<file path="src/rtl/instr_encoder_loader_if.sv">
// Instruction-beat handshake and program-memory write port shared by the
// encoder (slave) and whatever feeds it and owns the memory (master).
interface instr_encoder_loader_if #(
  parameter int REG_W   = 4,
  parameter int IMM_W   = 8,
  parameter int PC_W    = 10,
  parameter int INSTR_W = 6 + 3*REG_W
);
  logic               in_valid;
  logic               in_ready;
  logic [1:0]         in_kind;
  logic [2:0]         in_sub;
  logic [REG_W-1:0]   in_ra;
  logic [REG_W-1:0]   in_rb;
  logic [REG_W-1:0]   in_rd;
  logic [IMM_W-1:0]   in_imm;
  logic [PC_W-1:0]    in_addr;
  logic               mem_we;
  logic [PC_W-1:0]    mem_addr;
  logic [INSTR_W-1:0] mem_wdata;

  modport master (
    output in_valid, in_kind, in_sub, in_ra, in_rb, in_rd, in_imm, in_addr,
    input  in_ready, mem_we, mem_addr, mem_wdata
  );

  modport slave (
    input  in_valid, in_kind, in_sub, in_ra, in_rb, in_rd, in_imm, in_addr,
    output in_ready, mem_we, mem_addr, mem_wdata
  );
endinterface

</file>
<file path="src/rtl/instr_encoder_loader.sv">
// Packs symbolic instructions into control-unit instruction words and streams
// them into program memory, closing each program with a self-jump halt word.
module instr_encoder_loader #(
  parameter int REG_W   = 4,
  parameter int IMM_W   = 8,
  parameter int PC_W    = 10,
  parameter int INSTR_W = 6 + 3*REG_W
) (
  input  logic                 clk,
  input  logic                 reset,
  input  logic                 start,
  input  logic                 finish,
  instr_encoder_loader_if.slave bus,
  output logic [PC_W:0]        count,
  output logic                 err,
  output logic                 done
);
  localparam int L_W = 3*REG_W;
  // Last slot is kept free so the halt word always fits.
  localparam logic [PC_W-1:0] PTR_MAX = '1;

  typedef enum logic [1:0] {IDLE, LOAD, SEAL, DONE} state_t;

  state_t             state;
  logic [PC_W-1:0]    ptr;
  logic [PC_W-1:0]    ptr_inc;
  logic               accept;
  logic               enc_ok;
  logic [INSTR_W-1:0] enc_word;
  logic [INSTR_W-1:0] halt_word;
  logic [IMM_W-1:0]   imm;

  assign imm       = bus.in_imm;
  assign ptr_inc   = ptr + 1'b1;
  assign accept    = bus.in_valid && bus.in_ready;
  assign halt_word = {6'b111100, L_W'(ptr)};

  // Opcode layout mirrors the control unit's decoder table.
  always_comb begin
    enc_ok   = 1'b0;
    enc_word = '0;
    case (bus.in_kind)
      2'd0: begin
        enc_ok   = 1'b1;
        enc_word = {1'b0, bus.in_sub, 2'b00, bus.in_ra, bus.in_rb, bus.in_rd};
      end
      2'd1: begin
        enc_ok   = ~bus.in_sub[2];
        enc_word = {2'b10, bus.in_sub[1:0], 2'b00, imm, bus.in_rd};
      end
      2'd2: begin
        enc_ok   = (bus.in_sub <= 3'd2);
        enc_word = {4'b1111, bus.in_sub[1:0], L_W'(bus.in_addr)};
      end
      default: ;
    endcase
  end

  always_ff @(posedge clk) begin
    if (reset) begin
      state         <= IDLE;
      ptr           <= '0;
      count         <= '0;
      err           <= 1'b0;
      done          <= 1'b0;
      bus.in_ready  <= 1'b0;
      bus.mem_we    <= 1'b0;
      bus.mem_addr  <= '0;
      bus.mem_wdata <= '0;
    end else begin
      bus.mem_we <= 1'b0;
      if (start) begin
        // Restart wins over finish and over any beat in the same cycle.
        state        <= LOAD;
        ptr          <= '0;
        count        <= '0;
        err          <= 1'b0;
        done         <= 1'b0;
        bus.in_ready <= 1'b1;
      end else begin
        case (state)
          IDLE: ;
          LOAD: begin
            if (accept) begin
              if (enc_ok) begin
                bus.mem_we    <= 1'b1;
                bus.mem_addr  <= ptr;
                bus.mem_wdata <= enc_word;
                ptr           <= ptr_inc;
                count         <= count + 1'b1;
              end else begin
                err <= 1'b1;
              end
            end
            if (finish) begin
              state        <= SEAL;
              bus.in_ready <= 1'b0;
            end else if (accept && enc_ok) begin
              bus.in_ready <= (ptr_inc != PTR_MAX);
            end
          end
          SEAL: begin
            bus.mem_we    <= 1'b1;
            bus.mem_addr  <= ptr;
            bus.mem_wdata <= halt_word;
            count         <= count + 1'b1;
            done          <= 1'b1;
            state         <= DONE;
          end
          DONE: ;
          default: state <= IDLE;
        endcase
      end
    end
  end
endmodule

</file>
<file path="src/flat_wrapper.sv">
// flat-port wrapper written by rule: the top's interface ports become plain ports
module instr_encoder_loader_flat 
#(
  parameter int REG_W   = 4,
  parameter int IMM_W   = 8,
  parameter int PC_W    = 10,
  parameter int INSTR_W = 6 + 3*REG_W
)
  (clk, reset, start, finish, count, err, done, bus_in_valid, bus_in_kind, bus_in_sub, bus_in_ra, bus_in_rb, bus_in_rd, bus_in_imm, bus_in_addr, bus_in_ready, bus_mem_we, bus_mem_addr, bus_mem_wdata);
  instr_encoder_loader_if #(.REG_W(REG_W), .IMM_W(IMM_W), .PC_W(PC_W), .INSTR_W(INSTR_W)) bus_i ();
  input  logic clk;
  input  logic reset;
  input  logic start;
  input  logic finish;
  output logic [PC_W:0] count;
  output logic err;
  output logic done;
  input wire logic [$bits(bus_i.in_valid)-1:0] bus_in_valid;
  input wire logic [$bits(bus_i.in_kind)-1:0] bus_in_kind;
  input wire logic [$bits(bus_i.in_sub)-1:0] bus_in_sub;
  input wire logic [$bits(bus_i.in_ra)-1:0] bus_in_ra;
  input wire logic [$bits(bus_i.in_rb)-1:0] bus_in_rb;
  input wire logic [$bits(bus_i.in_rd)-1:0] bus_in_rd;
  input wire logic [$bits(bus_i.in_imm)-1:0] bus_in_imm;
  input wire logic [$bits(bus_i.in_addr)-1:0] bus_in_addr;
  output wire logic [$bits(bus_i.in_ready)-1:0] bus_in_ready;
  output wire logic [$bits(bus_i.mem_we)-1:0] bus_mem_we;
  output wire logic [$bits(bus_i.mem_addr)-1:0] bus_mem_addr;
  output wire logic [$bits(bus_i.mem_wdata)-1:0] bus_mem_wdata;
  assign bus_i.in_valid = bus_in_valid;
  assign bus_i.in_kind = bus_in_kind;
  assign bus_i.in_sub = bus_in_sub;
  assign bus_i.in_ra = bus_in_ra;
  assign bus_i.in_rb = bus_in_rb;
  assign bus_i.in_rd = bus_in_rd;
  assign bus_i.in_imm = bus_in_imm;
  assign bus_i.in_addr = bus_in_addr;
  assign bus_in_ready = bus_i.in_ready;
  assign bus_mem_we = bus_i.mem_we;
  assign bus_mem_addr = bus_i.mem_addr;
  assign bus_mem_wdata = bus_i.mem_wdata;
  instr_encoder_loader #(.REG_W(REG_W), .IMM_W(IMM_W), .PC_W(PC_W), .INSTR_W(INSTR_W)) u_core (.clk(clk), .reset(reset), .start(start), .finish(finish), .bus(bus_i), .count(count), .err(err), .done(done));
endmodule
</file>
<file path="config.mk">
export PLATFORM = sky130hd
export DESIGN_NAME = instr_encoder_loader_flat
export DESIGN_NICKNAME = d
export VERILOG_FILES = /design/src/rtl/instr_encoder_loader_if.sv /design/src/rtl/instr_encoder_loader.sv /design/src/flat_wrapper.sv
export SDC_FILE = /design/constraint.sdc
export NUM_CORES = 1
export LEC_CHECK = 0
export BUFFER_PORTS_ARGS = -buffer_cell sky130_fd_sc_hd__buf_2
export CAP_MARGIN = 20
export CORE_ASPECT_RATIO = 0.75
export CORE_MARGIN = 2
export CORE_UTILIZATION = 31
export DETAILED_ROUTE_END_ITERATION = 6
export HOLD_SLACK_MARGIN = 0.1
export SYNTH_ARGS = -nofsm -noshare
export SYNTH_HDL_FRONTEND = slang
export SYNTH_SLANG_ARGS = --single-unit
</file>
<file path="constraint.sdc">
create_clock -name clk -period 1.85 [get_ports clk]
set_clock_uncertainty 0.15 [all_clocks]
set_input_delay 0 -clock clk [delete_from_list [all_inputs] [get_ports clk]]
set_output_delay 0 -clock clk [all_outputs]
set_load 0.01 [all_outputs]
</file>
==> run metrics <==
Bufs on Longest Clock Path=2; pin count of the biggest net entering global routing=31; I/O Buffers=82; initial antenna violation count=0; total number of vias=2762; area share of the largest cell type after synthesis=roughly two fifths; CTS root buf=clkbuf_16; ys async rst share=0%; Setup crit end kind=flip-flop; GRT Total Usage=about 16%; Non-Filler Instances=~540; Clock transition at path regs=about 70 ps; TritonCTS clock tree=yes; number of nets at the end of the flow=484; commonest non-fill, non-tap cell in the layout=buf_2; maxcap violations=0; Critical Path RT=1870 ps; placed cells=~510; Area Overhead vs Synth=40.89%; gr ovfl total=0; maximum vdd drop=0.3936 mV; routed len/inst=~15 um; WL final=between 8 and 9 mm; Routability Congestion=between 0.8 and 0.9; layout cells sized above 1=between 30% and 40%; die area=between 9000 and 10000 um^2; worst slack, placed=-93.60 ps; Hold WC Path Type=in2reg; status=complete, but fails checks; Int Pwr=between 1500 and 2000 uW; Fmax achieved=around 530 MHz; # DRC=0; # setup viols final=21; most frequent cells in the layout=buf_2 (81), nor2_1 (58), dfxtp_1 (53); sequential cell area fraction in the yosys report=between 30% and 40%; Syn Nets=between 300 and 400; area leader, netlist=dfxtp_1; worst skew pair latency=about 290 ps; DR iter-0 viols=about 170; HPWL after DPL=5.656 mm; Switch Pwr=~640 uW; EDFF count, synth=0; vias in the first global route=between 2000 and 3000; drt first pass iters=5; io pins=83; Tcrit/Tclk final=102.8%; RSZ-0062 raised after global routing=true; Initial Utilization=between 30% and 40%; CTS sink count=55; Syn Area/Cell=about 8.7 um^2; first-pass GRT wire length=roughly 13 mm; Mapped Cells=320; relative slew slack=roughly two thirds; measured slew at the worst slew-check pin=484.9 ps; setup_tns=-624.7 ps; Netlist Area Pre-Place=between 2000 and 3000 um^2; Warnings, synthesis=0; ANT cells=0; Worst Slack Setup Final=-51.67 ps; pwr/cell area=approximately 640 nW/um^2; synth unique cells=49; sequential power share=48.0%; min cycle time layout=1902 ps; sw frac=between 20% and 30%; worst setup path class=reg2reg; ANT nets after route=0; core area=approximately 8600 um^2; Post-synth top flop=dfxtp_1; crit path launch type=flip-flop; CTS H-tree lvls=2; crit-path max FO=15; Hold Violations, Final=0; Die Wd=approximately 110 um; CTS Buf Count=5; failing checks=setup timing; Avg Vias per Cell=~5.1; largest cells by area after synthesis=dfxtp_1 (39%), nor2_1 (7.8%), a21oi_1 (4.7%); Clock power frac=between 30% and 40%; fin. max-slew vios=0; combinational share of power=15.2%; Die Ht=86.22 um; worst path arrival time=approximately 1900 ps; row cnt=29; Leak Pwr=about 0.0016 uW; #FFs+latches synth=between 50 and 60
[metal layers]
metal / track usage (%) / share of wire [%] / up-vias
met4: 2.993 / 0.30 / 0
li1: - / - / 1376
met1: 23.92 / 49 / 1298
met3: 3.357 / 6.3 / 4
met5: 0 / 0 / -
met2: 24.93 / 44 / 84
[cell type report]
type,instances,area [um^2]
Clock buffer,5,125.1
Clock inverter,2,13.76
Fill cell,814,4663
Inverter,11,41.29
Multi-Input combinational cell,229,1605
Sequential cell,55,1104
Tap cell,108,135.1
Timing Repair Buffer,133,912.1
[worst max-delay path, cell delays in order, from the launching register on]
cell,delay (ps)
dfxtp_2,350
buf_6,100
ha_4,110
and3_4,200
o2111ai_4,150
a21oi_4,150
buf_4,160
clkbuf_16,170
mux2i_1,180
nor2_1,50
[logic make-up after synthesis]
group	after synthesis	share of synthesized area, %
xor gates and xnor gates	11	3.448
adders and majority gates	9	4.031
AOI/OAI and AO/OA	77	20.47
muxes	13	4.657
and+or+nand+nor	118	20.56
DFF	55	39.41
buffers and inverters	37	7.434
[per-stage QoR]
step	instance area [um^2]	utilization [%]	hold WS [ps]	total power, uW
floorplan	2834	-	1.878	1429
global placement	3413	39.69	158.5	1543
detailed placement	3413	39.69	155.5	1549
CTS	3776	43.91	101.4	2512
global route	3936	45.77	151.5	2629
finish	3936	45.77	86.96	2518
[power groups by stage]
stage	registers (uW)	clock network [uW]	logic, uW
6_report	1210	927	382
5_1_grt	1210	1000	419
4_1_cts	1210	948	355
3_5_place_dp	1240	0	313
3_3_place_gp	1240	0	307
2_1_floorplan	1240	0	187
[sequential cells by signal, indices dropped and copies added (netlist names)]
name,flops
u_core.ptr,10
u_core.count,11
u_core.bus.mem_addr,10
u_core.state,2
u_core.bus.mem_we,1
u_core.done,1
u_core.err,1
u_core.bus.mem_wdata,18
u_core.bus.in_ready,1
[what timing repair did]
action | 4_1_cts | 5_1_grt
gates resized for setup | 1 | 22
setup buffers | 0 | 3
pin swaps | 5 | 11
setup endpoints to repair | 17 | 43
hold buffers | 21 | 0
endpoints found under the hold margin | 28 | 0
cloned | 1 | 3
[synthesized netlist by cell type (6+ instances only)]
cell type / n
nor2_1: 58
nand3_1: 10
ha_1: 9
a21oi_1: 26
inv_1: 11
nand4_1: 6
dfxtp_1: 55
xor2_1: 6
a211oi_1: 15
mux2i_1: 13
clkbuf_1: 13
nand2_1: 15
a22oi_1: 6
a222oi_1: 6
buf_6: 8
[worst paths after layout]
path | cells after the start | startpoint | slack, ps | endpoint
setup reg to reg | 9 | u_core.state[0] | -50 | u_core.bus.mem_wdata[10]
hold reg to reg | 2 | u_core.bus.mem_wdata[13] | 320 | u_core.bus.mem_wdata[13]
hold / removal | 5 | bus_in_rb[1] | 90 | u_core.bus.mem_wdata[5]
setup / recovery | 9 | u_core.state[0] | -50 | u_core.bus.mem_wdata[10]
Note: power is estimated with default switching activity, not from simulation.
